[src/rtl/cam_capture_ctrl.sv]
// cam_capture_ctrl
//   Frame-capture sequencer between a parallel camera (vsync/href/din) and a
//   word-addressed frame buffer. Camera pins are double-synchronised, a frame
//   start (vsync falling) is awaited, and 6-bit pixels are packed four per
//   32-bit word (byte lanes 0..3, upper two bits of each lane zero). Words are
//   written through a mem_we/mem_ack handshake.
//
//   Optional build macro: CAM_CAPTURE_DECIM_EN
//     defined   -> 2:1 horizontal decimation (even pixels of each line only)
//     undefined -> every valid pixel is packed
//
//   Ports
//     clk, rst           system clock, asynchronous active-high reset
//     start, abort       one-cycle control strobes (abort has priority)
//     vsync, href, din   asynchronous camera inputs
//     mem_we/addr/wdata  pending write, held stable until mem_ack
//     mem_ack            write accepted this cycle
//     busy, done         ARMED/CAPTURE/DRAIN, frame complete
//     overrun            sticky: a completed word was dropped
//     word_cnt           words accepted this frame (saturates at FRAME_WORDS)
module cam_capture_ctrl #(
  parameter int unsigned ADDR_W      = 13,
  parameter int unsigned FRAME_WORDS = 4800
) (
  input  logic              clk,
  input  logic              rst,
  input  logic              start,
  input  logic              abort,
  input  logic              vsync,
  input  logic              href,
  input  logic [5:0]        din,
  output logic              mem_we,
  output logic [ADDR_W-1:0] mem_addr,
  output logic [31:0]       mem_wdata,
  input  logic              mem_ack,
  output logic              busy,
  output logic              done,
  output logic              overrun,
  output logic [ADDR_W:0]   word_cnt
);

  localparam logic [ADDR_W:0] LP_FRAME_WORDS = (ADDR_W+1)'(FRAME_WORDS);

  typedef enum logic [2:0] {
    S_IDLE,
    S_ARMED,
    S_CAPTURE,
    S_DRAIN,
    S_DONE
  } state_t;

  state_t r_state;
  state_t w_state_nxt;

  // input synchronisers
  logic [1:0] r_vs_sync;
  logic [1:0] r_hr_sync;
  logic [5:0] r_d_meta;
  logic [5:0] r_d_s;
  logic       r_vs_prev;

  // packing datapath
  logic [1:0]  r_lane;
  logic [23:0] r_pack;

  logic          w_vs_s;
  logic          w_hr_s;
  logic          w_vs_fall;
  logic          w_vs_rise;
  logic          w_capture;
  logic          w_limit;
  logic          w_pix_take;
  logic          w_pix_valid;
  logic          w_word_done;
  logic          w_ack;
  logic          w_issue;
  logic          w_drop;
  logic          w_start_ok;
  logic          w_cnt_inc;
  logic [ADDR_W:0] w_cnt_next;
  logic [31:0]   w_word;

  always_ff @(posedge clk or posedge rst) begin
    if (rst) begin
      r_vs_sync <= '0;
      r_hr_sync <= '0;
      r_d_meta  <= '0;
      r_d_s     <= '0;
      r_vs_prev <= 1'b0;
    end else begin
      r_vs_sync <= {r_vs_sync[0], vsync};
      r_hr_sync <= {r_hr_sync[0], href};
      r_d_meta  <= din;
      r_d_s     <= r_d_meta;
      r_vs_prev <= r_vs_sync[1];
    end
  end

  assign w_vs_s    = r_vs_sync[1];
  assign w_hr_s    = r_hr_sync[1];
  assign w_vs_fall = r_vs_prev & ~w_vs_s;
  assign w_vs_rise = ~r_vs_prev & w_vs_s;

`ifdef CAM_CAPTURE_DECIM_EN
  // Phase 0 = even pixel of the current line; cleared whenever href is low.
  logic r_phase;

  always_ff @(posedge clk or posedge rst) begin
    if (rst) begin
      r_phase <= 1'b0;
    end else if (!w_hr_s) begin
      r_phase <= 1'b0;
    end else begin
      r_phase <= ~r_phase;
    end
  end

  assign w_pix_take = w_hr_s & ~r_phase;
`else
  assign w_pix_take = w_hr_s;
`endif

  assign w_capture  = (r_state == S_CAPTURE);
  // Stored plus in-flight words; once the frame quota is covered, pixels stop.
  assign w_limit    = (word_cnt + {{ADDR_W{1'b0}}, mem_we}) >= LP_FRAME_WORDS;
  assign w_pix_valid = w_capture & ~w_limit & w_pix_take;
  assign w_word_done = w_pix_valid & (r_lane == 2'd3);
  assign w_ack       = mem_we & mem_ack;
  // An ack in the same cycle frees the slot, so the new word can still issue.
  assign w_issue     = w_word_done & (~mem_we | mem_ack);
  assign w_drop      = w_word_done & mem_we & ~mem_ack;
  assign w_start_ok  = start & ~abort & ((r_state == S_IDLE) || (r_state == S_DONE));
  assign w_cnt_inc   = w_ack & (word_cnt < LP_FRAME_WORDS);
  assign w_cnt_next  = word_cnt + {{ADDR_W{1'b0}}, w_cnt_inc};
  // Lane 3 is taken straight from the synchroniser so the word issues this edge.
  assign w_word      = {2'b00, r_d_s, r_pack};

  // state register
  always_ff @(posedge clk or posedge rst) begin
    if (rst) begin
      r_state <= S_IDLE;
    end else begin
      r_state <= w_state_nxt;
    end
  end

  // next-state logic
  always_comb begin
    w_state_nxt = r_state;
    case (r_state)
      S_IDLE:    if (start)                 w_state_nxt = S_ARMED;
      S_ARMED:   if (w_vs_fall)             w_state_nxt = S_CAPTURE;
      S_CAPTURE: if (w_vs_rise || w_limit)  w_state_nxt = S_DRAIN;
      S_DRAIN:   if (!mem_we)               w_state_nxt = S_DONE;
      S_DONE:    if (start)                 w_state_nxt = S_ARMED;
      default:                              w_state_nxt = S_IDLE;
    endcase
    if (abort) begin
      w_state_nxt = S_IDLE;
    end
  end

  // state-decoded outputs
  always_comb begin
    busy = (r_state == S_ARMED) || (r_state == S_CAPTURE) || (r_state == S_DRAIN);
    done = (r_state == S_DONE);
  end

  // write port, counters and packing
  always_ff @(posedge clk or posedge rst) begin
    if (rst) begin
      mem_we    <= 1'b0;
      mem_addr  <= '0;
      mem_wdata <= '0;
      overrun   <= 1'b0;
      word_cnt  <= '0;
      r_lane    <= '0;
      r_pack    <= '0;
    end else if (abort) begin
      // pending write is abandoned and not counted
      mem_we  <= 1'b0;
      overrun <= 1'b0;
      r_lane  <= '0;
    end else begin
      if (w_start_ok) begin
        word_cnt <= '0;
        overrun  <= 1'b0;
        mem_addr <= '0;
      end else begin
        word_cnt <= w_cnt_next;
        if (w_drop) begin
          overrun <= 1'b1;
        end
      end

      if (w_issue) begin
        mem_we    <= 1'b1;
        mem_addr  <= w_cnt_next[ADDR_W-1:0];
        mem_wdata <= w_word;
      end else if (w_ack) begin
        mem_we <= 1'b0;
      end

      // Outside CAPTURE the lane is held at 0, discarding any partial word.
      if (!w_capture) begin
        r_lane <= '0;
      end else if (w_pix_valid) begin
        r_lane <= r_lane + 2'd1;
        case (r_lane)
          2'd0:    r_pack[7:0]   <= {2'b00, r_d_s};
          2'd1:    r_pack[15:8]  <= {2'b00, r_d_s};
          2'd2:    r_pack[23:16] <= {2'b00, r_d_s};
          default: ;
        endcase
      end
    end
  end

endmodule

[config.mk]
export PLATFORM = sky130hd
export DESIGN_NAME = cam_capture_ctrl
export DESIGN_NICKNAME = d
export VERILOG_FILES = /design/src/rtl/cam_capture_ctrl.sv
export SDC_FILE = /design/constraint.sdc
export NUM_CORES = 1
export LEC_CHECK = 0
export CAP_MARGIN = 5
export CELL_PAD_IN_SITES_DETAIL_PLACEMENT = 1
export CELL_PAD_IN_SITES_GLOBAL_PLACEMENT = 2
export CORE_UTILIZATION = 30
export DETAILED_ROUTE_END_ITERATION = 7
export PLACE_DENSITY = 0.77
export SLEW_MARGIN = 20
export SYNTH_ARGS = -nofsm -noshare
export SYNTH_HDL_FRONTEND = slang
export SYNTH_SLANG_ARGS = --single-unit
[constraint.sdc]
create_clock -name clk -period 3.5 [get_ports clk]
set_input_delay 0.7 -clock clk [delete_from_list [all_inputs] [get_ports clk]]
set_output_delay 0.7 -clock clk [all_outputs]
set_load 0.05 [all_outputs]
==> flow_summary_export.csv, run 1 <==
group,metric,value,unit
critical_path,slowest_delay,0.54,ns
cells_and_area,final_util,39.3,%
yosys,syn_avg_cell_area,12.1,µm²
die,core-area,13300,µm²
critical_path,startpoint_type,"flip-flop",
pwr,cellPowerDensity,420,nW/µm²
grt,grt_max_degree,56,
timing,maxSlewViolCount,0,
die,dieArea,14300,µm²
grt,grt-ovfl-total,0,
clock_tree,tritoncts,"built",
critical_path,worstSetupPathType,"reg -> reg",
clock_tree,cts_max_path_buffers,2,
yosys,ys_ff_latch,93,
routing,drc,0,
routing,totalWireLength,9410,µm
timing,fmax,0.337,GHz
cells_and_area,syn_to_final_growth,26.6,%
worst_hold_path,hold_end,"r_d_s[5]",
grt,use_met3,3.28,%
cells_and_area,multi_input_area,1670,µm²
worst_hold_path,hp-start,"r_d_meta[5]",
cells_and_area,final_common_cell,"dfrtp_1",
cells_and_area,nets,428,
yosys,yosys_warnings,0,
critical_path,crit_path_cell_trace,"nand2_1, nand2b_1, a211o_1, a211oi_1, ha_1, ha_1, nand2_1, nor2_1, nand3_1, xor2_1, o21ai_0",
clock_tree,ctsHoldBuffers,0,
timing,holdWs,0.348,ns
timing,rsz0062_at_grt,"no",
routing,vias,2806,
cells_and_area,drive_gt1_share,12.7,%
placement,dp_hpwl,6710,µm
clock_tree,clk_pin_slew,0.07,ns
job,maxCapViolations,0,
critical_path,r2r_slack,0.53,ns
yosys,netlist_instances,341,
critical_path,cp_data_arrival_time,3.16,ns
placement,dpl-instance-area,4970,µm²
timing,period_minus_slack,2.97,ns
timing,tightest_slew,0.730,ns
critical_path,path_max_fanout,13,
clock_tree,cts_resized,0,
timing,fin_skew,0.00661,ns
critical_path,reg2reg_to,"word_cnt[12]",
cells_and_area,n_fill_cell,1464,
critical_path,crit_path_top_delay_cell,"dfrtp_1",
cells_and_area,final_cell_mix,"dfrtp_1 (93), clkdlybuf4s50_1 (67), nand2_1 (37)",
grt,grt_pass1_vias,3057,
routing,wire_per_inst,16.0,µm
timing,finalCritPeriodShare,84.9,%
timing,final_hold_viol_count,0,
die,num_rows,42,
cells_and_area,instances_no_fill,587,
routing,vias_per_cell,4.78,
die,initial_core_util,31.0,%
grt,grt_util_all_layers,14.4,%
yosys,synth-main-ff-cell,"dfrtp_1",
placement,io_buffers,67,
grt,top_usage_layer,"met2",
grt,antenna_found_initial,0,
outcome,status,"finished clean",
worst_hold_path,whs_path_depth,0,
die,die_y,119,µm
placement,gp_congestion,0.757,
critical_path,crit_required,3.69,ns
routing,final_antenna_net_count,0,
clock_tree,cts_sinks,93,
timing,setup_viol,0,
critical_path,reg2reg_depth,11,
placement,place_inst,572,
critical_path,crit_path_end_kind,"flip-flop",
clock_tree,numCtsBuffers,9,
yosys,synth_edf_count,0,
cells_and_area,postLayoutCellArea,5250,µm²
clock_tree,cts_max_level,3,
grt,use_met1,18.3,%
clock_tree,insertion_delay,0.34,ns
yosys,yosysUniqueCellTypes,47,
die,ios,76,
grt,met2_usage,23.8,%
cells_and_area,seq_area,2330,µm²
worst_hold_path,hold_class,"reg -> reg",
critical_path,r2r-start,"word_cnt[6]",
yosys,synth-async-reset-ratio,100,%
yosys,syn_area,4140,µm²
pwr,p_leak,0.00241,µW
routing,dr.first_iter.drc_count,95,
clock_tree,cts_setup_buffers,0,
grt,grt_pass1_wl,16000,µm
cells_and_area,num_antenna_cells,0,
clock_tree,cts_root_buf,"clkbuf_16",
timing,slew_headroom,51.3,%
pwr,peakVddDrop,0.207,mV
yosys,synth_seq_area_share,56.2,%
timing,tns,0,ns
die,fp.dieW,119,µm
routing,drtPass1Iterations,4,
==> worst max-delay path by stage <==
stage	start	to	slack [ns]	cells past startpoint
after global routing	word_cnt[6]	word_cnt[12]	0.23	11
after detailed placement	mem_ack	word_cnt[12]	0.36	10
after global placement	mem_ack	word_cnt[12]	0.53	10
after CTS	word_cnt[6]	word_cnt[12]	0.54	11
final	word_cnt[6]	word_cnt[12]	0.53	11
after floorplan	rst	mem_addr[0]	0.38	1
==> cell usage after synthesis (3+ instances only) <==
| library cell | number | area (µm²) |
|---|---|---|
| nand2_1 | 37 | 139 |
| nand3_1 | 8 | 40.0 |
| buf_4 | 11 | 82.6 |
| mux2i_1 | 15 | 150 |
| nand2b_1 | 5 | 31.3 |
| mux2_1 | 17 | 191 |
| o211ai_2 | 4 | 50.1 |
| nor3_1 | 8 | 40.0 |
| a21oi_1 | 7 | 35.0 |
| nor2_1 | 11 | 41.3 |
| xor2_1 | 8 | 70.1 |
| and3b_1 | 3 | 26.3 |
| o21ai_0 | 20 | 100 |
| inv_1 | 9 | 33.8 |
| xnor2_1 | 6 | 52.6 |
| mux2_2 | 25 | 282 |
| dfrtp_1 | 93 | 2330 |
| clkbuf_1 | 7 | 26.3 |
| ha_1 | 8 | 100 |
| nand4_1 | 5 | 31.3 |
==> cell families after synthesis <==
logic type,count (synthesis),synth area share [%]
flops,93,56.2
simple gates,88,10.9
mux,57,15.0
compound gates,47,7.98
buf+inv,33,4.44
xor+xnor,14,2.96
fa+ha+maj,8,2.42
other cells,1,0.0905
==> power breakdown <==
part / switching (µW) / internal (µW) / total (µW)
clock network: 403 / 498 / 901
logic: 105 / 57.6 / 162
registers: 27.6 / 1110 / 1140
==> critical path, delay by kind of cell (launching register included) <==
kind / cells / cell delay, ns
simple gates: 5 / 0.85
fa+ha+maj: 2 / 0.54
xor+xnor: 1 / 0.22
flops: 1 / 0.54
compound gates: 3 / 0.67
==> per-layer routing <==
metal | up-vias | share of wire [%]
li1 | 1311 | -
met1 | 1442 | 45
met2 | 42 | 51
met3 | 11 | 3.0
met4 | 0 | 1.4
met5 | - | 0
==> state kept, by name, summed over array words and instances (netlist names) <==
signal and count:
mem_wdata 24, r_pack 18, word_cnt 14, mem_addr 13, r_d_meta 6, r_d_s 6, r_state 3, r_hr_sync 2
r_lane 2, r_vs_sync 2, mem_we 1, overrun 1, r_vs_prev 1
==> per-stage QoR <==
stage	power, µW	setup WS, ns
floorplan	1280	0.380
global placement	1320	0.528
detailed placement	1330	0.357
CTS	2240	0.538
global route	2300	0.226
finish	2200	0.529
==> layout make-up <==
cell class	count	share of cell area, %
clock buffers	10	4.56
clock inverters	5	0.716
inverters	9	0.668
multi-input cells	222	31.8
flip-flops and latches	93	44.4
well taps	176	4.20
repair buffers	72	13.7
Power figures use the tool's default switching activity.
==> run 2: changes to the inputs <==
PLACE_DENSITY = 0.8   (was 0.77)
clock period = 2.6 ns   (was 3.5 ns; I/O delays follow)
==> run 2 against run 1 <==
  * Die area unchanged
  * Non-clock buffer count up 27
  * Power up 39%
  * Critical path type unchanged
  * Highest routed layer unchanged
==> flow_summary_export.csv, run 2 (same netlist as run 1, synthesis figures left out) <==
group,metric,value,unit
critical_path,slowest_delay,0.44,ns
grt,antenna_found_initial,0,
cells_and_area,nets,455,
cells_and_area,top_regs,"mem_wdata: 24 flops, r_pack: 18 flops, word_cnt: 14 flops",
cells_and_area,syn_to_final_growth,37.2,%
timing,fmax,0.401,GHz
grt,grt-ovfl-total,0,
timing,fin_skew,0.00675,ns
critical_path,cp_data_arrival_time,2.72,ns
routing,dr.first_iter.drc_count,73,
job,maxCapViolations,0,
worst_hold_path,hold_class,"reg -> reg",
cells_and_area,final_common_cell,"dfrtp_1",
timing,tns,0,ns
die,ios,76,
placement,gp_congestion,0.800,
cells_and_area,num_antenna_cells,0,
critical_path,crit_path_cell_trace,"ha_4, ha_2, nor4b_2, nor3_1, o32a_4, o211ai_4, clkbuf_16, mux2_2",
clock_tree,insertion_delay,0.35,ns
routing,vias,2923,
routing,vias_per_cell,4.75,
clock_tree,cts_max_level,3,
die,dieArea,14300,µm²
cells_and_area,drive_gt1_share,24.6,%
critical_path,startpoint_type,"flip-flop",
grt,grt_pass1_vias,3022,
timing,finalCritPeriodShare,95.8,%
critical_path,crit_path_top_delay_cell,"dfrtp_2",
timing,rsz0062_at_grt,"no",
clock_tree,cts_root_buf,"clkbuf_16",
die,initial_core_util,31.0,%
critical_path,worstSetupPathType,"reg -> reg",
cells_and_area,seq_area,2340,µm²
critical_path,crit_required,2.83,ns
clock_tree,numCtsBuffers,9,
grt,grt_pass1_wl,15900,µm
pwr,p_leak,0.00260,µW
die,die_y,119,µm
placement,dp_hpwl,6810,µm
routing,final_antenna_net_count,0,
outcome,status,"finished clean",
clock_tree,clk_pin_slew,0.07,ns
grt,grt_util_all_layers,14.4,%
placement,io_buffers,67,
clock_tree,ctsHoldBuffers,0,
routing,drc,0,
cells_and_area,largest_register_ffs,24,
timing,maxSlewViolCount,0,
critical_path,path_max_fanout,6,
timing,final_hold_viol_count,0,
routing,totalWireLength,9980,µm
routing,wire_per_inst,16.2,µm
timing,holdWs,0.348,ns
cells_and_area,regMostFlops,"mem_wdata",
cells_and_area,n_fill_cell,1438,
timing,period_minus_slack,2.49,ns
grt,grt_max_degree,44,
cells_and_area,final_cell_mix,"dfrtp_1 (79), clkdlybuf4s50_1 (66), nand2_1 (36)",
timing,setup_viol,0,
clock_tree,cts_max_path_buffers,2,
clock_tree,tritoncts,"built",
die,num_rows,42,
pwr,cellPowerDensity,540,nW/µm²
die,core-area,13300,µm²
critical_path,crit_path_end_kind,"flip-flop",
cells_and_area,multi_input_area,1740,µm²
die,fp.dieW,119,µm
routing,drtPass1Iterations,4,
pwr,peakVddDrop,0.292,mV
timing,slew_headroom,56.8,%
timing,tightest_slew,0.647,ns
clock_tree,cts_sinks,93,
## run 2: changes by cell type in the layout (fill, tap and decap cells not counted), sizes merged
cell	change
inv	+4
clkbuf	+2
clkdlybuf4s50	-1
buf	+25
clkinv	-1
clkinvlp	-1
## run 2: timing repair
| item | in CTS | in global routing |
|---|---|---|
| endpoints found under the setup margin | 0 | 49 |
| buffers inserted | 0 | 5 |
| gates resized for setup | 0 | 9 |
## run 2: worst max-delay path, delay by kind of cell, from the launching register on
kind	cells	cell delay, ns
AOI/OAI and AO/OA	2	0.71
DFF	1	0.44
buffers and inverters	1	0.23
adders and majority gates	2	0.37
and+or+nand+nor	2	0.29
muxes	1	0.32
## run 2: worst paths after layout
path,startpoint,endpoint,slack [ns],cells past startpoint
setup / recovery,word_cnt[0],mem_wdata[3],0.11,8
hold / removal,r_d_meta[2],r_d_s[2],0.35,0
setup reg to reg,word_cnt[0],mem_wdata[3],0.11,8
hold reg to reg,r_d_meta[2],r_d_s[2],0.35,0
max in group asynchronous,rst,r_d_meta[2],1.38,3
min in group asynchronous,rst,word_cnt[7],0.60,2
## run 2: final cells by class
| class | count | share of cell area [%] |
|---|---|---|
| clock inverter | 7 | 1.14 |
| sequential | 93 | 41.3 |
| clock buffer | 9 | 3.96 |
| tap | 176 | 3.87 |
| inverter | 9 | 0.661 |
| timing repair buffer | 99 | 18.5 |
| multi-input combinational | 222 | 30.6 |
## run 2: per-layer routing
metal	wire (µm)	GRT usage, %	part of all wire, %
met1	4820	19.8	48
met3	368	3.61	3.7
met4	193	6.56	1.9
met2	4600	21.5	46
met5	0	0	0
## run 2: where the power goes
group | total [µW] | internal (µW) | leakage, µW | switching [µW]
clock | 1290 | 674 | 0.000146 | 617
sequential | 1540 | 1500 | 0.00123 | 38.5
combinational | 239 | 94.2 | 0.00123 | 145
## run 2: metrics by stage
stage / setup WS, ns / util, % / cells / power (µW) / area (µm²)
after global routing: 0.00267 / 42.6 / 615 / 3190 / 5680
final: 0.109 / 42.6 / 615 / 3070 / 5680
after detailed placement: 0.0269 / 39.2 / 590 / 1810 / 5230
after floorplan: 0.0118 / - / 348 / 1720 / 4250
after CTS: 0.0365 / 41.4 / 606 / 3110 / 5520
after global placement: 0.109 / 39.2 / 590 / 1800 / 5230
==> run 3: changes to the inputs <==
ABC_CLOCK_PERIOD_IN_PS = 2600   (was default)
CORE_MARGIN = 2   (was default)
GPL_TIMING_DRIVEN = 1   (was default)
==> run 3 against run 2 <==
  * Sequential share of layout area down 0.23 points
  * Hold slack better by 0.00074 ns
  * Setup slack worse by 0.083 ns
  * Clock power up 5%
  * Clock skew up 0.0020 ns
  * Clock-buffer cell count up 1
  * Sequential power about the same
  * Cell count up 1.5%
  * Global-route usage down 0.19 points
  * Non-clock buffer count up 9
  * Combinational power down 3%
  * Die area up 3.4%
==> flow_summary_export.csv, run 3 (same netlist as run 1, synthesis figures left out) <==
group,metric,value,unit
cells_and_area,top_regs,"mem_wdata: 24 flops, r_pack: 18 flops, word_cnt: 14 flops",
die,die_y,121,µm
cells_and_area,drive_gt1_share,25.4,%
timing,maxSlewViolCount,0,
critical_path,cp_data_arrival_time,2.81,ns
pwr,cellPowerDensity,547,nW/µm²
critical_path,cpMostUsedCell,"ha_4",
routing,wire_per_inst,16.2,µm
placement,dp_slack,-0.0299,ns
die,fp.dieW,121,µm
critical_path,startpoint_type,"flip-flop",
die,num_rows,42,
critical_path,crit_path_end_kind,"flip-flop",
timing,finalCritPeriodShare,99.0,%
critical_path,path_buf_inv,1,
clock_tree,cts_sinks,93,
clock_tree,clk_pin_slew,0.07,ns
die,initial_core_util,31.0,%
routing,vias,2913,
clock_tree,cts_root_buf,"clkbuf_16",
timing,fin_skew,0.00873,ns
worst_hold_path,hp-start,"r_hr_sync[0]",
routing,drtPass1Iterations,5,
worst_hold_path,hold_class,"reg -> reg",
grt,antenna_found_initial,0,
placement,gp_congestion,0.863,
routing,final_antenna_net_count,0,
clock_tree,numCtsBuffers,9,
timing,setup_ws,0.0259,ns
clock_tree,cts_max_path_buffers,2,
cells_and_area,final_common_cell,"dfrtp_1",
job,maxCapViolations,0,
critical_path,cpLargestDelayFamily,"compound AO/OA/AOI/OAI gates",
cells_and_area,seq_area,2340,µm²
clock_tree,tritoncts,"built",
routing,met2_length,4740,µm
timing,slew_headroom,58.3,%
outcome,status,"finished clean",
die,core-area,13300,µm²
placement,place_inst,594,
die,ios,76,
cells_and_area,num_antenna_cells,0,
cells_and_area,largest_register_ffs,24,
die,dieArea,14800,µm²
routing,wl_met1,4750,µm
grt,grt_util_all_layers,14.3,%
critical_path,crit_path_cell_trace,"ha_4, ha_4, nor4b_4, nor3_2, o32a_4, o211ai_4, clkbuf_16, mux2_2",
cells_and_area,syn_to_final_growth,38.0,%
critical_path,crit_required,2.84,ns
timing,tightest_slew,0.619,ns
pwr,peakVddDrop,0.269,mV
timing,fmax,0.388,GHz
routing,totalWireLength,10100,µm
cells_and_area,n_fill_cell,1427,
cells_and_area,final_util,42.8,%
routing,dr_wl_met3,414,µm
critical_path,critPathLaunch,"word_cnt[0]",
grt,grt_pass1_wl,16100,µm
cells_and_area,instances_no_fill,624,
critical_path,path_max_fanout,8,
routing,top_layer,"met4",
timing,rsz0062_at_grt,"yes",
cells_and_area,final_cell_mix,"dfrtp_1 (79), clkdlybuf4s50_1 (66), nand2_1 (36), buf_4 (36), mux2_2 (25)",
critical_path,crit_path_top_delay_cell,"dfrtp_2",
clock_tree,insertion_delay,0.35,ns
cells_and_area,nets,464,
placement,io_buffers,67,
grt,grt_pass1_vias,3047,
routing,dr.first_iter.drc_count,81,
critical_path,slowest_delay,0.43,ns
critical_path,worstSetupPathType,"reg -> reg",
clock_tree,ctsHoldBuffers,0,
clock_tree,cts_max_level,3,
routing,vias_per_cell,4.67,
placement,dp_hpwl,7040,µm
routing,drc,0,
timing,period_minus_slack,2.57,ns
pwr,p_leak,0.00262,µW
cells_and_area,multi_input_area,1740,µm²
timing,setup_viol,0,
grt,grt_max_degree,67,
cells_and_area,regMostFlops,"mem_wdata",
grt,grt-ovfl-total,0,
timing,final_hold_viol_count,0,
critical_path,r2r-start,"word_cnt[0]",
[run 3: cell count changes in the layout (fill, tap and decap cells not counted), sizes merged]
cell      change
buf          +11
clkinv        -3
bufinv        +1
clkbuf        -1
clkinvlp      +1
[run 3: timing repair]
item / CTS / global route
gates resized for setup: 2 / 7
pin swaps: 2 / 5
hold endpoints to repair: 0 / 0
buffers inserted: 3 / 9
endpoints found under the setup margin: 24 / 49
gates cloned: 1 / 1
[run 3: area by class of cell]
| class | count | area share (%) |
|---|---|---|
| Clock buffer | 10 | 4.01 |
| Tap cell | 176 | 3.85 |
| Sequential cell | 93 | 41.0 |
| Inverter | 9 | 0.657 |
| Multi-Input combinational cell | 222 | 30.5 |
| Clock inverter | 6 | 1.36 |
| Timing Repair Buffer | 108 | 18.6 |
[run 3: per-layer routing]
metal / global-route usage, % / vias to the layer above
met1: 18.8 / 1455
li1: - / 1384
met3: 3.34 / 17
met4: 6.54 / 0
met2: 22.2 / 57
met5: 0 / -
[run 3: power breakdown]
part	internal (µW)	total (µW)	switching, µW
Clock	766	1360	590
Combinational	86.4	232	145
Sequential	1500	1540	40.9
Total	2350	3130	776
[run 3: worst paths after layout]
kind / to / slack (ns) / cells after the start
worst max-delay path: mem_wdata[4] / 0.03 / 8
max in group asynchronous: r_vs_sync[0] / 1.54 / 3
min in group asynchronous: word_cnt[10] / 0.47 / 2
worst max register to register: mem_wdata[4] / 0.03 / 8
worst min register to register: r_hr_sync[1] / 0.35 / 0
worst min-delay path: r_hr_sync[1] / 0.35 / 0
[run 3: per-stage QoR]
step           cell area [µm²]  setup TNS (ns)  hold slack [ns]  power, µW
4_1_cts                   5590               0            0.351       3170
3_3_place_gp              5210               0            0.333       1790
3_5_place_dp              5210          -0.214            0.336       1800
6_report                  5710               0            0.348       3130
2_1_floorplan             4250               0            0.331       1720
5_1_grt                   5710          -0.814            0.362       3240
